==> src/rtl/cdbus_arb_pkg.sv <==
// Shared types and widths for the cdbus CSR arbiter.
// The optional grant-hold feature is enabled with the CDBUS_ARB_LOCK_EN macro.
package cdbus_arb_pkg;

    localparam int CSR_ADDR_W = 5;
    localparam int CSR_DATA_W = 8;
    localparam int LAT_CNT_W  = 2;

    typedef enum logic [1:0] {
        IDLE    = 2'd0,
        ISSUE   = 2'd1,
        RD_WAIT = 2'd2
    } arb_state_e;

    // Everything captured from the winning requester at the IDLE -> ISSUE edge.
    typedef struct packed {
        logic [CSR_ADDR_W-1:0] addr;
        logic [CSR_DATA_W-1:0] wdata;
        logic                  is_write;
        logic                  lock;
    } csr_req_t;

endpackage

==> src/rtl/cdbus_arb_rr.sv <==
// Two-way round-robin picker with optional lock owner; purely combinational.
// The last-grant pointer and the owner state live in the parent.
module cdbus_arb_rr (
    input  logic [1:0] req_i,
    input  logic       last_i,
    input  logic       lock_valid_i,
    input  logic       lock_owner_i,
    output logic [1:0] gnt_o
);

    logic [1:0] eff_req;

    // NOTE: every output of a combinational block gets a default first so no latch is inferred.
    always_comb begin
        eff_req = req_i;
        if (lock_valid_i) begin
            eff_req = req_i & (lock_owner_i ? 2'b10 : 2'b01);
        end
        gnt_o = eff_req;
        if (&eff_req) begin
            gnt_o = last_i ? 2'b01 : 2'b10;
        end
    end

endmodule

==> src/rtl/cdbus_csr_arbiter.sv <==
// Serialises two requesters onto one cdbus CSR port with round-robin fairness.
// Define CDBUS_ARB_LOCK_EN to add the mX_lock grant-hold ports.
module cdbus_csr_arbiter
    import cdbus_arb_pkg::*;
#(
    parameter int READ_LATENCY = 1
) (
    input  logic                  clk,
    input  logic                  reset,
    input  logic [CSR_ADDR_W-1:0] m0_addr,
    input  logic                  m0_read,
    input  logic                  m0_write,
    input  logic [CSR_DATA_W-1:0] m0_wdata,
    output logic                  m0_waitrequest,
    output logic [CSR_DATA_W-1:0] m0_rdata,
    output logic                  m0_rdata_valid,
    input  logic [CSR_ADDR_W-1:0] m1_addr,
    input  logic                  m1_read,
    input  logic                  m1_write,
    input  logic [CSR_DATA_W-1:0] m1_wdata,
    output logic                  m1_waitrequest,
    output logic [CSR_DATA_W-1:0] m1_rdata,
    output logic                  m1_rdata_valid,
`ifdef CDBUS_ARB_LOCK_EN
    input  logic                  m0_lock,
    input  logic                  m1_lock,
`endif
    output logic                  chip_select,
    output logic [CSR_ADDR_W-1:0] csr_address,
    output logic                  csr_read,
    output logic                  csr_write,
    output logic [CSR_DATA_W-1:0] csr_writedata,
    input  logic [CSR_DATA_W-1:0] csr_readdata
);

    // RD_WAIT counts down from READ_LATENCY-1; legal READ_LATENCY is 0..3.
    localparam logic [LAT_CNT_W-1:0] LAT_LOAD =
        (READ_LATENCY > 0) ? LAT_CNT_W'(READ_LATENCY - 1) : '0;
    localparam logic [LAT_CNT_W-1:0] CNT_ONE = 1;

    arb_state_e           state_q, state_d;
    csr_req_t             req_q, req_d;
    logic                 gnt_q, gnt_d;
    logic                 last_q, last_d;
    logic [LAT_CNT_W-1:0] cnt_q, cnt_d;
    logic                 owner_valid_q, owner_valid_d;
    logic                 owner_q, owner_d;
    logic                 capture;

    logic [CSR_DATA_W-1:0] m0_rdata_q, m1_rdata_q;
    logic                  m0_valid_q, m1_valid_q;

    logic [1:0] req_vec;
    logic [1:0] gnt_vec;
    logic [1:0] lock_in;

`ifdef CDBUS_ARB_LOCK_EN
    assign lock_in = {m1_lock, m0_lock};
`else
    assign lock_in = 2'b00;
`endif

    assign req_vec = {m1_read | m1_write, m0_read | m0_write};

    cdbus_arb_rr u_rr (
        .req_i        (req_vec),
        .last_i       (last_q),
        .lock_valid_i (owner_valid_q),
        .lock_owner_i (owner_q),
        .gnt_o        (gnt_vec)
    );

    always_comb begin
        state_d       = state_q;
        req_d         = req_q;
        gnt_d         = gnt_q;
        last_d        = last_q;
        cnt_d         = cnt_q;
        owner_valid_d = owner_valid_q;
        owner_d       = owner_q;
        capture       = 1'b0;

        case (state_q)
            IDLE: begin
                if (|gnt_vec) begin
                    state_d = ISSUE;
                    gnt_d   = gnt_vec[1];
                    if (gnt_vec[1]) begin
                        req_d = '{addr: m1_addr, wdata: m1_wdata, is_write: m1_write, lock: lock_in[1]};
                    end else begin
                        req_d = '{addr: m0_addr, wdata: m0_wdata, is_write: m0_write, lock: lock_in[0]};
                    end
                end
            end
            ISSUE: begin
                last_d        = gnt_q;
                owner_valid_d = req_q.lock;
                owner_d       = gnt_q;
                if (req_q.is_write) begin
                    state_d = IDLE;
                end else if (READ_LATENCY == 0) begin
                    capture = 1'b1;
                    state_d = IDLE;
                end else begin
                    cnt_d   = LAT_LOAD;
                    state_d = RD_WAIT;
                end
            end
            RD_WAIT: begin
                if (cnt_q == '0) begin
                    capture = 1'b1;
                    state_d = IDLE;
                end else begin
                    cnt_d = cnt_q - CNT_ONE;
                end
            end
            default: state_d = IDLE;
        endcase
    end

    // NOTE: sequential state uses non-blocking assignments only, so every register samples pre-edge values.
    always_ff @(posedge clk or posedge reset) begin
        if (reset) begin
            state_q       <= IDLE;
            req_q         <= '0;
            gnt_q         <= 1'b0;
            last_q        <= 1'b1;
            cnt_q         <= '0;
            owner_valid_q <= 1'b0;
            owner_q       <= 1'b0;
        end else begin
            state_q       <= state_d;
            req_q         <= req_d;
            gnt_q         <= gnt_d;
            last_q        <= last_d;
            cnt_q         <= cnt_d;
            owner_valid_q <= owner_valid_d;
            owner_q       <= owner_d;
        end
    end

    // NOTE: the returned-data registers are reset as well, because requesters observe them as zero after reset.
    always_ff @(posedge clk or posedge reset) begin
        if (reset) begin
            m0_rdata_q <= '0;
            m1_rdata_q <= '0;
            m0_valid_q <= 1'b0;
            m1_valid_q <= 1'b0;
        end else begin
            m0_valid_q <= capture && !gnt_q;
            m1_valid_q <= capture && gnt_q;
            if (capture && !gnt_q) m0_rdata_q <= csr_readdata;
            if (capture && gnt_q)  m1_rdata_q <= csr_readdata;
        end
    end

    assign chip_select    = (state_q != IDLE);
    assign csr_read       = (state_q == ISSUE) && !req_q.is_write;
    assign csr_write      = (state_q == ISSUE) && req_q.is_write;
    assign csr_address    = req_q.addr;
    assign csr_writedata  = req_q.wdata;
    assign m0_waitrequest = !((state_q == ISSUE) && !gnt_q);
    assign m1_waitrequest = !((state_q == ISSUE) && gnt_q);
    assign m0_rdata       = m0_rdata_q;
    assign m1_rdata       = m1_rdata_q;
    assign m0_rdata_valid = m0_valid_q;
    assign m1_rdata_valid = m1_valid_q;

endmodule

==> config.mk <==
export PLATFORM = sky130hd
export DESIGN_NAME = cdbus_csr_arbiter
export DESIGN_NICKNAME = d
export VERILOG_FILES = /design/src/rtl/cdbus_arb_pkg.sv /design/src/rtl/cdbus_arb_rr.sv /design/src/rtl/cdbus_csr_arbiter.sv
export SDC_FILE = /design/constraint.sdc
export NUM_CORES = 1
export LEC_CHECK = 0
export CORE_UTILIZATION = 48
export CTS_BUF_LIST = sky130_fd_sc_hd__clkbuf_8
export DETAILED_ROUTE_END_ITERATION = 8
export HOLD_SLACK_MARGIN = 0.12
export PLACE_DENSITY = 0.95
export SLEW_MARGIN = 20
export SYNTH_ARGS = -nofsm -noshare
export SYNTH_HDL_FRONTEND = slang
export SYNTH_SLANG_ARGS = --single-unit
==> constraint.sdc <==
create_clock -name clk -period 2.5 [get_ports clk]
set_clock_uncertainty 0.1 [all_clocks]
set_input_delay 0.5 -clock clk [delete_from_list [all_inputs] [get_ports clk]]
set_output_delay 0.5 -clock clk [all_outputs]
set_load 0.02 [all_outputs]
==> impl_metrics.yaml <==
place:
  post_dp_cell_area_um2: 2620
  dpl.hpwl_um: 3230
  gp_congestion: 0.795
  portBuffers: 75
worst_setup_path:
  path_max_fanout: 10
  critPathLaunchType: "flop"
  criticalPathCategory: "flop to output port"
  cp.required_ps: 1900
  setup.worst_path.end_class: "output port"
  worstPathArrival_ps: 1680
die:
  coreArea_um2: 3720
  io_pins: 76
  initial_core_util: 0.511
  fp-row-count: 22
  dieArea_um2: 4210
  die_width_um: 64.9
  die_h_um: 64.9
clock_tree:
  cts_made_buffers: 5
  clockBufferDepth: 2
  ctsHoldBuffers: 0
  clock-sinks: 38
  post_cts_buffers: 0
  cts_tree: "built"
  htree_levels: 2
  insertion_delay_ps: 280
  clkSlewWorstSetupHoldPaths_ps: 70
  root_buffer: "clkbuf_8"
  postCtsResizedCells: 0
logic_synthesis:
  async_reset_ff_frac: 1.00
  synth_top_area_share: 0.488
  synth-seq-area-share: 0.502
  ys_ff_latch: 38
  synth_enable_flop_cells: 0
  synthesis.instances: 171
  ys_warn_count: 0
  ys.flop_type: "dfrtp_1"
  yosys.area.top_type: "dfrtp_1"
  synthTopCellsByCount: "dfrtp_1, mux2_2, o21ai_0"
  netlist_area_um2: 1900
  ys_types: 28
  synthesis.nets: 212
  yosysMostFrequentCell: "dfrtp_1"
  syn_area_per_cell_um2: 11.1
  ys_top_cells_by_area: "dfrtp_1, mux2_2, a31oi_2, nand3b_1, buf_4"
grt:
  grt_first_pass_wirelength_um: 6770
  antenna_found_initial: 0
  grt_overflow_total: 0
  grt_pass1_vias: 1463
  grt_max_degree: 39
  grt_usage: 0.213
sta:
  min_period_ps: 2280
  tightest_slew_ps: 535
  fin_tns_setup_ps: 0
  setup_violations: 0
  relSlewSlack: 0.642
  rsz0062_at_grt: "no"
  maxSlewViolCount: 0
  finalHoldViolCount: 0
  timing.fmax_mhz: 438
  fin_crit_sh: 0.912
drt:
  drtAntennaViolNets: 0
  routedWlPerCell_um: 14.8
  vias: 1508
  drt_wl_total_um: 4230
  dr.pass1.iters: 4
  routed_via_density: 5.29
  drtIter0Drc: 48
  drc: 0
job:
  drv_cap: 0
finish:
  post_route_cells_drive_above_1_share: 0.181
  syn2layout_area_growth_pct: 42.5
  final_nets: 277
  diodes: 0
  final_area_um2: 2710
min_path:
  min_path_type: "flop to flop"
pwr:
  power.density_nw_per_um2: 1250
  peakVddDrop_uv: 731
  leakagePower_nw: 1.08
run_status:
  status: "finished clean"
## layer usage
| metal | vias up | wire [um] | part of all wire | GRT usage |
|---|---|---|---|---|
| met1 | 716 | 1630 | 0.39 | 0.231 |
| met3 | 6 | 266 | 0.063 | 0.0511 |
| li1 | 726 | - | - | - |
| met5 | - | 0 | 0 | 0 |
| met2 | 60 | 2310 | 0.55 | 0.402 |
| met4 | 0 | 25 | 0.0059 | 0.0639 |
## report_power, final
group	internal, W	switching [W]	total (W)	leakage [nW]
Clock	0.000216	0.000189	0.000405	0.0538
Combinational	0.000947	0.000907	0.00185	0.579
Sequential	0.000916	0.000203	0.00112	0.450
## flip-flops by register name (all words and copies together) (netlist names), 2 cells and up
signal         cells
m0_rdata           8
csr_writedata      8
csr_address        5
cnt_q              2
state_q            2
m1_rdata           8
## cell type report
type / instances / area (um2)
Multi-Input combinational cell: 101 / 766
Inverter: 7 / 26.3
Sequential cell: 38 / 952
Clock inverter: 2 / 7.51
Timing Repair Buffer: 83 / 811
Tap cell: 48 / 60.1
Fill cell: 266 / 1010
Clock buffer: 6 / 82.6
## per-stage QoR
stage	util	power [W]	hold slack, ps	instances	worst slack (ps)
after detailed placement	0.704	0.00300	387	277	231
after global routing	0.728	0.00358	415	285	132
after floorplan	-	0.00233	356	171	567
final	0.728	0.00338	394	285	219
after global placement	0.704	0.00293	371	277	266
after CTS	0.728	0.00341	394	285	220
## kinds of logic after synthesis
logic type	share of synthesized area
compound gates	0.177
flops	0.502
simple gates	0.114
buf+inv	0.0982
mux	0.103
fa+ha+maj	0.00659
## critical path: stages (launching register included)
cell	delay, ps
dfrtp_1	530
nand2b_1	160
nor2_1	110
clkdlybuf4s50_1	600
## path summary, 6_finish.rpt
check	startpoint	to	slack, ps	depth (start not counted)
setup / recovery	state_q[0]	csr_write	220	3
max in group asynchronous	reset	last_q	1420	3
hold / removal	last_q	last_q	390	2
setup reg to reg	cnt_q[1]	m1_rdata[6]	660	4
hold reg to reg	last_q	last_q	390	2
min in group asynchronous	reset	m0_rdata[2]	520	3
## placed cells by master (no fill, tap or decap), drive strengths merged, types with 2 or more instances in the layout
cell type / synthesis / layout
mux2: 17 / 17
nor2b: 2 / 2
dfrtp: 37 / 37
clkdlybuf4s50: 0 / 75
a21oi: 14 / 14
nand3b: 14 / 14
a221oi: 2 / 2
nand2b: 3 / 3
nor4bb: 2 / 2
nand2: 3 / 3
clkbuf: 8 / 6
buf: 17 / 8
o21ai: 16 / 16
inv: 7 / 9
nor2: 7 / 7
a31oi: 13 / 13
Note: power is estimated with default switching activity, not from simulation.
